File: src/rtl/pipeline_hazard_controller.sv
// Stall/flush/forward sequencer for the 5-stage pipeline with a data-memory wait FSM.
// Optional HAZ_PERF_CNT_EN adds StallCycles/FlushCount performance counters.
module pipeline_hazard_controller #(
  parameter int MEM_TIMEOUT = 16,
  parameter int CNT_W       = 8
) (
  input  logic       clk,
  input  logic       rst_n,
  input  logic [4:0] Rs1D,
  input  logic [4:0] Rs2D,
  input  logic [4:0] Rs1E,
  input  logic [4:0] Rs2E,
  input  logic [4:0] RdE,
  input  logic [4:0] RdM,
  input  logic [4:0] RdW,
  input  logic       ResultSrcE0,
  input  logic       RegWriteM,
  input  logic       RegWriteW,
  input  logic       PCSrcE,
  input  logic       MemReqM,
  input  logic       MemReadyM,
  output logic       StallF,
  output logic       StallD,
  output logic       StallE,
  output logic       StallM,
  output logic       FlushD,
  output logic       FlushE,
  output logic       FlushW,
  output logic [1:0] ForwardAE,
  output logic [1:0] ForwardBE,
  output logic       Fault,
  output logic [1:0] dbg_state
`ifdef HAZ_PERF_CNT_EN
  ,
  output logic [31:0] StallCycles,
  output logic [31:0] FlushCount
`endif
);

  typedef enum logic [1:0] {
    RUN      = 2'd0,
    MEM_WAIT = 2'd1,
    FAULT    = 2'd2
  } state_t;

  state_t             state, state_next;
  logic               pend_flush, pend_flush_next;
  logic [CNT_W-1:0]   cnt, cnt_next;
  logic               lw_stall;

  // M stage holds the younger result, so it wins over W.
  always_comb begin
    ForwardAE = 2'b00;
    if (RegWriteM && (RdM != 5'd0) && (RdM == Rs1E))      ForwardAE = 2'b10;
    else if (RegWriteW && (RdW != 5'd0) && (RdW == Rs1E)) ForwardAE = 2'b01;
    ForwardBE = 2'b00;
    if (RegWriteM && (RdM != 5'd0) && (RdM == Rs2E))      ForwardBE = 2'b10;
    else if (RegWriteW && (RdW != 5'd0) && (RdW == Rs2E)) ForwardBE = 2'b01;
  end

  assign lw_stall = ResultSrcE0 && (RdE != 5'd0) && ((RdE == Rs1D) || (RdE == Rs2D));

  always_ff @(posedge clk or negedge rst_n) begin
    if (!rst_n) begin
      state      <= RUN;
      pend_flush <= 1'b0;
      cnt        <= '0;
    end else begin
      state      <= state_next;
      pend_flush <= pend_flush_next;
      cnt        <= cnt_next;
    end
  end

  always_comb begin
    state_next      = state;
    pend_flush_next = pend_flush;
    cnt_next        = cnt;
    case (state)
      RUN: begin
        pend_flush_next = 1'b0;
        cnt_next        = '0;
        if (MemReqM && !MemReadyM) begin
          state_next = MEM_WAIT;
          cnt_next   = CNT_W'(1);
        end
      end
      MEM_WAIT: begin
        // A branch resolved while frozen is replayed as a flush on return to RUN.
        if (PCSrcE) pend_flush_next = 1'b1;
        if (MemReadyM) begin
          state_next = RUN;
        end else if (cnt == CNT_W'(MEM_TIMEOUT)) begin
          state_next = FAULT;
        end else if (cnt != '1) begin
          cnt_next = cnt + 1'b1;
        end
      end
      FAULT:   state_next = FAULT;
      default: state_next = RUN;
    endcase
  end

  always_comb begin
    StallF = 1'b0;
    StallD = 1'b0;
    StallE = 1'b0;
    StallM = 1'b0;
    FlushD = 1'b0;
    FlushE = 1'b0;
    FlushW = 1'b0;
    Fault  = 1'b0;
    if (rst_n) begin
      case (state)
        RUN: begin
          StallF = lw_stall;
          StallD = lw_stall;
          FlushE = lw_stall || PCSrcE || pend_flush;
          FlushD = PCSrcE || pend_flush;
        end
        MEM_WAIT: begin
          StallF = 1'b1;
          StallD = 1'b1;
          StallE = 1'b1;
          StallM = 1'b1;
          FlushW = 1'b1;
        end
        FAULT: begin
          StallF = 1'b1;
          StallD = 1'b1;
          StallE = 1'b1;
          StallM = 1'b1;
          FlushW = 1'b1;
          Fault  = 1'b1;
        end
        default: ;
      endcase
    end
  end

  assign dbg_state = state;

`ifdef HAZ_PERF_CNT_EN
  always_ff @(posedge clk or negedge rst_n) begin
    if (!rst_n) begin
      StallCycles <= '0;
      FlushCount  <= '0;
    end else begin
      if (StallD) StallCycles <= StallCycles + 32'd1;
      if (FlushE) FlushCount  <= FlushCount + 32'd1;
    end
  end
`endif

endmodule
File: config.mk
export PLATFORM = sky130hd
export DESIGN_NAME = pipeline_hazard_controller
export DESIGN_NICKNAME = d
export VERILOG_FILES = /design/src/rtl/pipeline_hazard_controller.sv
export SDC_FILE = /design/constraint.sdc
export NUM_CORES = 1
export LEC_CHECK = 0
export ABC_AREA = 0
export BUFFER_PORTS_ARGS = -buffer_cell sky130_fd_sc_hd__buf_4
export CAP_MARGIN = 15
export CORE_MARGIN = 5
export CORE_UTILIZATION = 47
export DETAILED_ROUTE_END_ITERATION = 8
export PLACE_DENSITY = 0.8
export SLEW_MARGIN = 25
export SYNTH_ARGS = -nofsm -noshare
export SYNTH_HDL_FRONTEND = slang
export SYNTH_SLANG_ARGS = --single-unit
File: constraint.sdc
create_clock -name clk -period 2.41 [get_ports clk]
set_clock_uncertainty 0.1 [all_clocks]
set_input_delay 0.1205 -clock clk [delete_from_list [all_inputs] [get_ports clk]]
set_output_delay 0.1205 -clock clk [all_outputs]
set_load 0.05 [all_outputs]
Word level (Yosys, flattened, before mapping)
Cells that the tools add are included.

storage, ports and cells
  output and inout bits = 14
  input port bits = 43
  flip-flop bits (word level) = 11
  logic and storage cells = 68

cells by class
  reduce and logical (&&, ||, !) cells = 23
  multiplexer cells = 25
  $add $sub $neg = 1
  eq/ne operators = 16

operators by type and width
  cell                 number
  $eq 5x5->1           6
  $mux 8               3
  $pmux 8 s2           1
  $reduce_bool 5->1    3
  $mux 1               13
  $mux 2               5
  $ne 2x2->1 const B   5
  $logic_and 1x1->1    9
  $add 8x1->8 const B  1
  $eq 8x5->1 const B   1
  $ne 8x8->1 const B   1
  $pmux 2 s3           1
  $logic_or 1x1->1     4
  $pmux 1 s2           2
  $reduce_and 2->1     2
  $reduce_and 4->1     1
  $ne 3x3->1 const B   1
  $eq 2x1->1 const B   1
  $eq 2x2->1 const B   1
  $logic_not 2->1      1
  $reduce_bool 2->1    1
  $reduce_or 2->1      1
  $logic_not 1->1      1

Longest topological paths before layout
Gate-level depths: netlist of run 1.

  depth after elaboration = 7
  mapped depth = 8
  gate-level depth less buffers = 6

Worst setup path before layout of run 1
Ideal clock, no wire load.

  path type = register -> output
  start point = reg state[0], in the netlist dbg_state[0]
  end point = out StallF
  path buffers = 2
  stages on the path, launching flop included = 8
  path slack = -0.381 ns
  arrival = 2.570 ns
  path through = dfrtp_1 > inv_1 > ha_1 > clkbuf_1 > and4b_1 > o21ai_1 > o22ai_1 > buf_4

on the way
  longest elaborated chain between the ends = 4
  elaborated cells on any way between the ends = 6
  those cells by class = 2 x eq/ne; 2 x mux; 2 x reduce/logical

ends and longest elaborated chain
  what                                             RTL line  RTL
  start: declaration                               46        state_t state, state_next;
  start signal: assignment                         69        state <= state_next;
  $eq 2x1->1 / $eq 2x2->1 (equally long branches)  -
  $reduce_or 2->1 (no source line)                 -
  $pmux 1 s2 *                                     -
  $mux 1 *                                         -
  end: declaration                                 22        output logic StallF,

Mark *: on every way between the ends. The rest lies on a longest branch, timed or not.

Worst setup path in the final report of run 1
  start point = reg state[1], in the netlist dbg_state[1]
  end point = reg cnt[6]

on the way
  longest elaborated chain between the ends = 3
  elaborated cells on any way between the ends = 8
  those cells by class = 4 x eq/ne; 1 x mux; 3 x reduce/logical

ends and longest elaborated chain
  what                                                                     RTL line  RTL
  $eq 2x1->1 / $logic_not 2->1 (equally long branches)                     79        case (state)
  $ne 2x2->1 (no source line) / $reduce_bool 2->1 (equally long branches)  -
  $reduce_and 4->1 (no source line)                                        -
  end signal: assignment                                                   71        cnt <= cnt_next;
  end: declaration                                                         48        logic [CNT_W-1:0] cnt, cnt_next;

Several ways; a longest one is shown, not always the timed one.
A chain may end at the register's enable or synchronous reset.

==> impl_metrics.toml, run 1 <==
[run_status]
status = "finished, final reports clean"

[sta]
maxSlewHeadroom = 0.7599
final.setup.worst_slack_ns = 0.2178
final_hold_viol_count = 0
final_min_period_over_clock_period = 0.9096
finalSetupTns_ns = 0
tightestPinTransition_ns = 0.3572
final_max_slew_viols = 0
setup_violations = 0
timing.final.crit_period_ns = 2.192
rsz0062_at_grt = "false"
clock.fmax_mhz = 456.2

[pwr]
cellLeakagePower_nw = 0.8748
power.density_nw_per_um2 = 558.7
power.ir.vdd_worst_uv = 485.2

[global_routing]
grt_pass1_wl_um = 5623
groute.usage.overall = 0.1956
grt_antenna_before_repair = 0
via_count_of_the_first_global_routing_pass = 1339
grt_start_max_net_pins = 17
grt.overflow.total = 0

[synthesis]
synthMuxAreaShare = 0.01598
asyncSetResetFlopFracSynth = 1.000
synth_compound_gate_area_share = 0.1838
netlist_top_cells_area = "sky130_fd_sc_hd__dfrtp_1, sky130_fd_sc_hd__xor2_1, sky130_fd_sc_hd__ha_1, sky130_fd_sc_hd__xnor2_1, sky130_fd_sc_hd__buf_4"
synthesis.nets = 192
xor_xnor_portion_of_the_synthesized_cell_area = 0.2098
cell_taking_the_most_area_after_synthesis = "sky130_fd_sc_hd__dfrtp_1"
dominantRegCellSynth = "sky130_fd_sc_hd__dfrtp_1"
synth.lib_cells_used.distinct = 43
synth_top_family_by_area = "simple AND/OR/NAND/NOR gates"
netlist.area_leader.share = 0.2198
yosys_register_bits = 11
synth.yosys.seq_area_share = 0.2198
synth.yosys.warnings = 0
synth_edf_count = 0
synth_cells = 143
synth_simple_gate_area_share = 0.2478
synth_area_um2 = 1252
syn_area_per_cell_um2 = 8.758
synth_fa_ha_area_frac = 0.05994

[floorplan]
num_io_pins = 57
floorplan_row_count = 18
floorplan.die_area_um2 = 3797
die_w_um = 61.62
start_util = 0.4965
floorplan.core_area_um2 = 2522
floorplan.die.height_um = 61.62

[detailed_routing]
post_drt_via_cell_ratio = 5.858
router_iterations_before_antenna_repair = 4
routed_wl_um = 3643
route.detailed.drc = 0
vias = 1324
drtIter0Drc = 73
wl_per_cell_um = 16.12
final_antenna_net_count = 0

[worst_setup_path]
critPathLaunchType = "register"
cp-end-kind = "register"
critPathMaxFanout = 10
worst_ep_required_time_ns = 2.48
arrival_time_of_data_at_the_critical_path_endpoint_ns = 2.26
setup.worst_path.class = "register to register"
r2r_slack_ns = 0.22

[placement]
dp_cells = 221
placer_s_final_routability_congestion_estimate = 0.9223
pre_cts_slack_ns = 0.2628
detailedPlacementHpwl_um = 2967
portBuffers = 56

[worst_hold_path]
worstHoldPathType = "input port to register"

[finish]
antenna_cells_inserted = 0
final_net_count = 246
postLayoutCoreUtil = 0.6806
drive_gt1_frac = 0.3520
finish.cell_count_without_fillers = 226
area_growth_syn_to_layout_pct = 37.06

[clock_network]
ctsResizeCount = 0
max_clock_buf_depth = 2
clock_latency_ns = 0.28
cts_setup_buffers = 0
clk_pin_slew_worst_paths_ns = 0.07
cts-htree-levels = 1
cts-hold-fix-buffers = 1
cts_sinks = 11
cts_tree = "built"
cts_buffers = 3
cts.root.buffer_cell = "sky130_fd_sc_hd__clkbuf_4"

[job]
drv_cap = 0
-- worst paths after layout --
path	startpoint	endpoint	cells after the start
worst max-delay path	dbg_state[1]$_DFFE_PN0P_	cnt[6]$_DFFE_PN0P_	6
worst max register to register	dbg_state[1]$_DFFE_PN0P_	cnt[6]$_DFFE_PN0P_	6
worst min-delay path	PCSrcE	pend_flush$_DFFE_PN0P_	3
worst min register to register	pend_flush$_DFFE_PN0P_	pend_flush$_DFFE_PN0P_	2
max in group asynchronous	rst_n	dbg_state[1]$_DFFE_PN0P_	2
min in group asynchronous	rst_n	cnt[4]$_DFFE_PN0P_	2
-- cell usage after synthesis (2+ instances only) --
cell type	n
sky130_fd_sc_hd__buf_4	5
sky130_fd_sc_hd__nor2_1	4
sky130_fd_sc_hd__dfrtp_1	11
sky130_fd_sc_hd__nand2_1	9
sky130_fd_sc_hd__buf_2	3
sky130_fd_sc_hd__nand4_1	2
sky130_fd_sc_hd__a41o_1	2
sky130_fd_sc_hd__nor3_1	3
sky130_fd_sc_hd__a211o_1	4
sky130_fd_sc_hd__a31oi_1	3
sky130_fd_sc_hd__or4_1	5
sky130_fd_sc_hd__mux2i_1	2
sky130_fd_sc_hd__and4b_1	2
sky130_fd_sc_hd__inv_1	6
sky130_fd_sc_hd__ha_1	6
sky130_fd_sc_hd__and3_1	2
sky130_fd_sc_hd__o21ai_1	4
sky130_fd_sc_hd__o211a_1	2
sky130_fd_sc_hd__nor4_2	2
sky130_fd_sc_hd__o22ai_1	2
sky130_fd_sc_hd__xor2_1	24
sky130_fd_sc_hd__nor4_1	3
sky130_fd_sc_hd__nand3_1	6
sky130_fd_sc_hd__a21oi_1	3
sky130_fd_sc_hd__o21ai_0	2
sky130_fd_sc_hd__nand2b_1	4
sky130_fd_sc_hd__xnor2_1	6
-- layer usage --
| layer | track usage | part of all wire |
|---|---|---|
| met1 | 0.2152 | 0.38 |
| met2 | 0.3572 | 0.49 |
| met3 | 0.02306 | 0.099 |
| met4 | 0.1121 | 0.023 |
| met5 | 0 | 0 |
-- cell type report --
class,instances,area (µm²)
timing repair buffer,58,437.9
multi-input combinational,117,917.1
sequential,11,275.3
clock buffer,4,26.28
tap,30,37.54
fill,222,805.8
inverter,6,22.52
-- flip-flops by register name, summed over array words and instances (netlist names) --
register	cells
cnt	8
dbg_state	2
pend_flush	1
-- kinds of logic after synthesis --
group                      count (synthesis)
buffers and inverters                     15
and+or+nand+nor                           48
DFF                                       11
adders and majority gates                  6
muxes                                      2
xor gates and xnor gates                  30
AOI/OAI and AO/OA                         31
-- cell usage in the layout, fill, tap and decap left out, types with 4 or more instances in the layout --
master                     count
sky130_fd_sc_hd__nor4_2        4
sky130_fd_sc_hd__ha_1          6
sky130_fd_sc_hd__o21ai_1       4
sky130_fd_sc_hd__or4_1         5
sky130_fd_sc_hd__nor2_1        4
sky130_fd_sc_hd__a211o_1       4
sky130_fd_sc_hd__nand2_1       9
sky130_fd_sc_hd__inv_1         6
sky130_fd_sc_hd__xor2_1       24
sky130_fd_sc_hd__buf_4        57
sky130_fd_sc_hd__nand2b_1      4
sky130_fd_sc_hd__xnor2_1       6
sky130_fd_sc_hd__nand3_1       6
sky130_fd_sc_hd__dfrtp_1      11
-- through the flow --
stage          power [mW]  cell area [µm²]  hold WS, ns
6_report           0.9591             1717     0.004654
5_1_grt             1.023             1717      0.05564
3_3_place_gp       0.8089             1680      -0.1220
3_5_place_dp       0.8290             1680      -0.1206
4_1_cts            0.9634             1717     0.006573
2_1_floorplan      0.6408             1271      -0.2751
-- power by group --
part / total (mW) / internal (mW) / switching, mW
Combinational: 0.593 / 0.219 / 0.374
Clock: 0.132 / 0.0643 / 0.0678
Sequential: 0.234 / 0.208 / 0.0253
Total: 0.959 / 0.492 / 0.467
-- worst max-delay path, cell delays in order (launching register included) --
cell and delay, ns:
sky130_fd_sc_hd__dfrtp_1 0.45, sky130_fd_sc_hd__inv_1 0.13, sky130_fd_sc_hd__ha_1 0.38, sky130_fd_sc_hd__nand2b_1 0.18
sky130_fd_sc_hd__a31o_1 0.25, sky130_fd_sc_hd__o311a_1 0.33, sky130_fd_sc_hd__a211o_1 0.26
Note: power is estimated with default switching activity, not from simulation.
==> inputs of run 2 (changes only) <==
--- a/config.mk
+++ b/config.mk
@@ -5,13 +5,13 @@
 export SDC_FILE = /design/constraint.sdc
 export NUM_CORES = 1
 export LEC_CHECK = 0
-export ABC_AREA = 0
+export ABC_AREA = 1
 export BUFFER_PORTS_ARGS = -buffer_cell sky130_fd_sc_hd__buf_4
 export CAP_MARGIN = 15
 export CORE_MARGIN = 5
-export CORE_UTILIZATION = 47
+export CORE_UTILIZATION = 48
 export DETAILED_ROUTE_END_ITERATION = 8
-export PLACE_DENSITY = 0.8
+export PLACE_DENSITY = 0.81
 export SLEW_MARGIN = 25
 export SYNTH_ARGS = -nofsm -noshare
 export SYNTH_HDL_FRONTEND = slang
==> impl_metrics.toml, run 2 <==
[run_status]
status = "finished, final reports clean"

[worst_setup_path]
cp-end-kind = "output pin"
r2r_slack_ns = 0.64
critPathMaxFanout = 5
setup.worst_path.class = "register to output pin"
r2r-end = "cnt[6]$_DFFE_PN0P_"
critPathLaunchType = "register"
timing.rr.start = "dbg_state[1]$_DFFE_PN0P_"
worst_ep_required_time_ns = 2.19
reg2regPathDepth = 8
arrival_time_of_data_at_the_critical_path_endpoint_ns = 1.65

[clock_network]
max_clock_buf_depth = 2
cts_tree = "built"
cts.root.buffer_cell = "sky130_fd_sc_hd__clkbuf_4"
cts_buffers = 3
clk_pin_slew_worst_paths_ns = 0.07
clock_latency_ns = 0.27
ctsResizeCount = 0
cts_setup_buffers = 0
cts-htree-levels = 1
cts_sinks = 11

[synthesis]
netlist_top_cells_area = "sky130_fd_sc_hd__dfrtp_1, sky130_fd_sc_hd__nand2_1, sky130_fd_sc_hd__xnor2_1, sky130_fd_sc_hd__inv_1, sky130_fd_sc_hd__nor2_1"
synth_area_um2 = 1301
synth.lib_cells_used.distinct = 23
synth.yosys.seq_area_share = 0.2115
yosys_register_bits = 11
synthesis.nets = 255
synth_cells = 206
syn_area_per_cell_um2 = 6.317
synthMostInstantiatedCell = "sky130_fd_sc_hd__nand2_1"
yosys-top-cells-count = "sky130_fd_sc_hd__nand2_1, sky130_fd_sc_hd__inv_1, sky130_fd_sc_hd__nor2_1, sky130_fd_sc_hd__nand3_1, sky130_fd_sc_hd__xnor2_1"
cell_taking_the_most_area_after_synthesis = "sky130_fd_sc_hd__dfrtp_1"
netlist.area_leader.share = 0.2115
asyncSetResetFlopFracSynth = 1.000
dominantRegCellSynth = "sky130_fd_sc_hd__dfrtp_1"
synth.yosys.warnings = 0
synth_edf_count = 0

[finish]
antenna_cells_inserted = 0
final_net_count = 314
mostFrequentLayoutCell = "sky130_fd_sc_hd__nand2_1"
layout.cells.most_common_list = "sky130_fd_sc_hd__nand2_1, sky130_fd_sc_hd__buf_4, sky130_fd_sc_hd__inv_1"
drive_gt1_frac = 0.2614
max_reg_flops = 8
finish.cell_count_without_fillers = 294
area_growth_syn_to_layout_pct = 36.54
fillerInstances = 238
postLayoutCoreUtil = 0.6981
largest_register = "cnt"

[placement]
placer_s_final_routability_congestion_estimate = 0.8643
detailedPlacementHpwl_um = 2691
portBuffers = 56
pre_cts_slack_ns = 0.6911
dp_cells = 289

[global_routing]
grt_antenna_before_repair = 0
grt.overflow.total = 0
groute.usage.overall = 0.1807
via_count_of_the_first_global_routing_pass = 1345
grt_start_max_net_pins = 16
grt_pass1_wl_um = 5285

[floorplan]
floorplan.die.height_um = 62.07
floorplan.die_area_um2 = 3852
num_io_pins = 57
die_w_um = 62.07
floorplan_row_count = 18
start_util = 0.5113
floorplan.core_area_um2 = 2545

[sta]
maxSlewHeadroom = 0.8078
timing.final.crit_period_ns = 1.874
rsz0062_at_grt = "false"
final_max_slew_viols = 0
tightestPinTransition_ns = 0.2865
final_hold_viol_count = 0
setup_violations = 0
final_min_period_over_clock_period = 0.7777
clock.fmax_mhz = 533.5
finalSetupTns_ns = 0
final.setup.worst_slack_ns = 0.5357

[detailed_routing]
router_iterations_before_antenna_repair = 6
route.detailed.drc = 0
post_drt_via_cell_ratio = 4.901
drtIter0Drc = 64
final_antenna_net_count = 0
wl_per_cell_um = 10.81
vias = 1441
routed_wl_um = 3178

[worst_hold_path]
worstHoldPathType = "input port to register"
worst_hold_launch = "PCSrcE"
hold-path-endpoint = "pend_flush$_DFFE_PN0P_"
min_path_cells = 3

[pwr]
power.density_nw_per_um2 = 694.6
power_frac_seq = 0.222
sw_frac_of_total = 0.5443
power.ir.vdd_worst_uv = 582.6
clock_power_share = 0.105
p_int_mw = 0.5624
cellLeakagePower_nw = 0.9864
p_switching_mw = 0.6717
power_mw = 1.234
power.combinational.fraction = 0.673

[job]
drv_cap = 0
[run 2: cell types whose count changed after synthesis, sizes merged, moves of 8 or more]
| cell | change |
|---|---|
| inv | +24 |
| nand2 | +53 |
| nand3 | +9 |
| nor2 | +22 |
| xnor2 | +8 |
| xor2 | -15 |
[run 2: how the worst max path moves through the flow]
stage / from / slack (ns) / endpoint
global placement: dbg_state[1]$_DFFE_PN0P_ / 0.70 / cnt[5]$_DFFE_PN0P_
detailed placement: dbg_state[1]$_DFFE_PN0P_ / 0.69 / cnt[0]$_DFFE_PN0P_
global route: dbg_state[1]$_DFFE_PN0P_ / 0.37 / StallF
floorplan: dbg_state[1]$_DFFE_PN0P_ / 0.06 / FlushE
CTS: dbg_state[1]$_DFFE_PN0P_ / 0.52 / StallF
finish: dbg_state[1]$_DFFE_PN0P_ / 0.54 / StallF
[run 2: layout make-up]
| type | instances | area, µm² | area share |
|---|---|---|---|
| flip-flops and latches | 11 | 275.3 | 0.1549 |
| inverters | 31 | 116.4 | 0.06549 |
| multi-input cells | 161 | 890.9 | 0.5014 |
| well taps | 30 | 37.54 | 0.02113 |
| repair buffers | 57 | 430.4 | 0.2423 |
| clock buffers | 4 | 26.28 | 0.01479 |
[run 2: power groups by stage]
stage          Combinational, mW  Sequential, mW  Clock [mW]
2_1_floorplan              0.558           0.318           0
3_3_place_gp               0.823           0.277           0
3_5_place_dp               0.834           0.278           0
4_1_cts                    0.837           0.274       0.133
5_1_grt                    0.914           0.284       0.145
6_report                   0.831           0.274       0.130
[run 2: what timing repair did]
action | CTS | global route
endpoints found under the hold margin | 11 | 0
hold buffers | 1 | 0
endpoints found under the setup margin | 0 | 0
[run 2: worst max-delay path: stages (launching register included)]
cell,delay [ns]
sky130_fd_sc_hd__dfrtp_1,0.43
sky130_fd_sc_hd__inv_1,0.13
sky130_fd_sc_hd__ha_1,0.23
sky130_fd_sc_hd__nand4_1,0.10
sky130_fd_sc_hd__inv_1,0.06
sky130_fd_sc_hd__nand2_1,0.07
sky130_fd_sc_hd__a21oi_2,0.15
sky130_fd_sc_hd__buf_4,0.21
[run 2: per-layer routing]
layer / GRT usage / part of all wire / up-vias
li1: - / - / 760
met2: 0.3136 / 0.47 / 54
met3: 0.05165 / 0.095 / 8
met1: 0.2168 / 0.42 / 619
met5: 0 / 0 / -
met4: 0.04848 / 0.018 / 0
[run 2: logic make-up (layout without fill, tap and decap cells)]
family,after synthesis,count (layout),synth area share
buffers and inverters,34,92,0.1067
adder cells (fa/ha/maj),6,6,0.05769
flip-flops,11,11,0.2115
AND/OR/NAND/NOR,120,120,0.4231
XOR/XNOR,23,23,0.1548
AO/OA/AOI/OAI,12,12,0.04616
[run 2: through the flow]
step	instance area (µm²)	hold slack (ns)
2_1_floorplan	1305	-0.2751
3_3_place_gp	1740	-0.1210
3_5_place_dp	1740	-0.1203
4_1_cts	1777	0.02138
5_1_grt	1777	0.05213
6_report	1777	0.02068
==> inputs of run 3 (changes only) <==
==> constraint.sdc (replaced) <==
create_clock -name clk -period 1.78 [get_ports clk]
set_clock_uncertainty 0.1 [all_clocks]
set_input_delay 0.089 -clock clk [delete_from_list [all_inputs] [get_ports clk]]
set_output_delay 0.089 -clock clk [all_outputs]
set_load 0.05 [all_outputs]
==> impl_metrics.toml, run 3 (synthesized netlist as in run 2, its figures left out) <==
[run_status]
status = "finished, final reports clean"

[floorplan]
num_io_pins = 57
floorplan_row_count = 18
floorplan.core_area_um2 = 2545
floorplan.die.height_um = 62.07
floorplan.die_area_um2 = 3852
start_util = 0.5113
die_w_um = 62.07

[clock_network]
clk_pin_slew_worst_paths_ns = 0.08
cts_buffers = 3
cts-htree-levels = 1
cts.root.buffer_cell = "sky130_fd_sc_hd__clkbuf_4"
max_clock_buf_depth = 2
cts_tree = "built"
clock_latency_ns = 0.28
cts_sinks = 11

[worst_setup_path]
timing.rr.start = "dbg_state[0]$_DFFE_PN0P_"
timing.critical_path.slowest_cell_delay_ns = 0.42
arrival_time_of_data_at_the_critical_path_endpoint_ns = 1.50
r2r_slack_ns = 0.14
cell_chain_of_the_critical_path = "inv_2, ha_4, nand4_1, inv_1, nand2_2, a21oi_4, buf_6"
worst_ep_required_time_ns = 1.59
reg2regPathDepth = 8
critPathMaxFanout = 4
setup.worst_path.class = "register to output pin"
critPathLaunchType = "register"
r2r-end = "cnt[2]$_DFFE_PN0P_"
cp_slowest_cell = "sky130_fd_sc_hd__dfrtp_2"
cp-end-kind = "output pin"

[sta]
finalSetupTns_ns = 0
clock.fmax_mhz = 593.7
tightestPinTransition_ns = 0.2539
final_min_period_over_clock_period = 0.9462
final_max_slew_viols = 0
setup_violations = 0
fin_hold_ws_ns = 0.09122
rsz0062_at_grt = "false"
maxSlewHeadroom = 0.8294
timing.final.crit_period_ns = 1.684
final_hold_viol_count = 0

[detailed_routing]
route.detailed.drc = 0
routed_wl_um = 3340
wl_per_cell_um = 11.25
final_antenna_net_count = 0
drtIter0Drc = 58
post_drt_via_cell_ratio = 4.801
vias = 1426
router_iterations_before_antenna_repair = 4

[finish]
final_design_area_no_fill_um2 = 1846
antenna_cells_inserted = 0
drive_gt1_frac = 0.3109
final_net_count = 317
largest_register = "cnt"
area_growth_syn_to_layout_pct = 41.83
layout.cells.most_common_list = "sky130_fd_sc_hd__nand2_1, sky130_fd_sc_hd__buf_4, sky130_fd_sc_hd__inv_1"
mostFrequentLayoutCell = "sky130_fd_sc_hd__nand2_1"
max_reg_flops = 8
finish.cell_count_without_fillers = 297

[global_routing]
busiest_layer = "met2"
grt_start_max_net_pins = 16
via_count_of_the_first_global_routing_pass = 1267
met2_usage = 0.2944
grt.overflow.total = 0
global_route.usage.met1 = 0.2642
groute.usage.overall = 0.1894
gr-usage-met3 = 0.04545
grt_pass1_wl_um = 5471
grt_antenna_before_repair = 0

[pwr]
cellLeakagePower_nw = 1.000
power.ir.vdd_worst_uv = 960.7
power.density_nw_per_um2 = 975.7

[placement]
placer_s_final_routability_congestion_estimate = 0.8340
portBuffers = 56
post_dp_cell_area_um2 = 1760
detailedPlacementHpwl_um = 2841
dp_cells = 289

[worst_hold_path]
worstHoldPathType = "input port to async pin"

[job]
drv_cap = 0
==> run 3: cell types whose count changed in the layout (fill, tap and decap cells not counted), sizes merged <==
cell	before	now
dlygate4sd3	1	2
clkbuf	4	3
buf	56	58
clkinvlp	0	1
==> run 3: cell type report <==
type	count	area, µm²
well taps	30	37.54
clock buffers	3	22.52
repair buffers	60	462.9
clock inverters	1	5.005
multi-input cells	161	919.6
inverters	31	120.1
fillers	230	699.4
flip-flops and latches	11	277.8
==> run 3: how the worst max path moves through the flow <==
stage          cells after the start                     start                  to  slack, ns
6_report                           7  dbg_state[0]$_DFFE_PN0P_              StallD        0.1
5_1_grt                            7  dbg_state[0]$_DFFE_PN0P_              StallD      0.007
4_1_cts                            7  dbg_state[1]$_DFFE_PN0P_              StallD       0.01
3_5_place_dp                       8  dbg_state[1]$_DFFE_PN0P_  cnt[2]$_DFFE_PN0P_       0.11
3_3_place_gp                       8  dbg_state[1]$_DFFE_PN0P_  cnt[5]$_DFFE_PN0P_       0.12
2_1_floorplan                      4                    RdM[0]        ForwardAE[0]      -0.40
==> run 3: what timing repair did <==
action,CTS,global route
hold buffers,2,0
hold endpoints to repair,12,0
buffers inserted,2,0
setup endpoints to repair,2,10
resized for setup,4,3
pin swaps,1,2
==> run 3: power by group <==
part | internal (mW) | total, mW | switching, mW
sequential | 0.310 | 0.369 | 0.0589
clock | 0.0835 | 0.179 | 0.0953
combinational | 0.445 | 1.25 | 0.808
total | 0.839 | 1.80 | 0.962
==> run 3: layer usage <==
| layer | vias up | routed length, µm |
|---|---|---|
| li1 | 769 | - |
| met1 | 612 | 1524 |
| met2 | 41 | 1548 |
| met3 | 4 | 232 |
| met4 | 0 | 34 |
| met5 | - | 0 |
==> run 3: critical path, delay by kind of cell (launching register included) <==
family	cells	cell delay, ns
and+or+nand+nor	2	0.15
buffers and inverters	3	0.34
adders and majority gates	1	0.14
AOI/OAI and AO/OA	1	0.16
DFF	1	0.42
==> run 3: through the flow <==
| stage | utilization | total power, mW | setup WS [ns] |
|---|---|---|---|
| floorplan | - | 1.264 | -0.3977 |
| detailed placement | 0.6917 | 1.541 | 0.1140 |
| CTS | 0.7212 | 1.777 | 0.01345 |
| finish | 0.7252 | 1.801 | 0.09571 |
| global route | 0.7252 | 1.950 | 0.006930 |
| global placement | 0.6917 | 1.535 | 0.1199 |
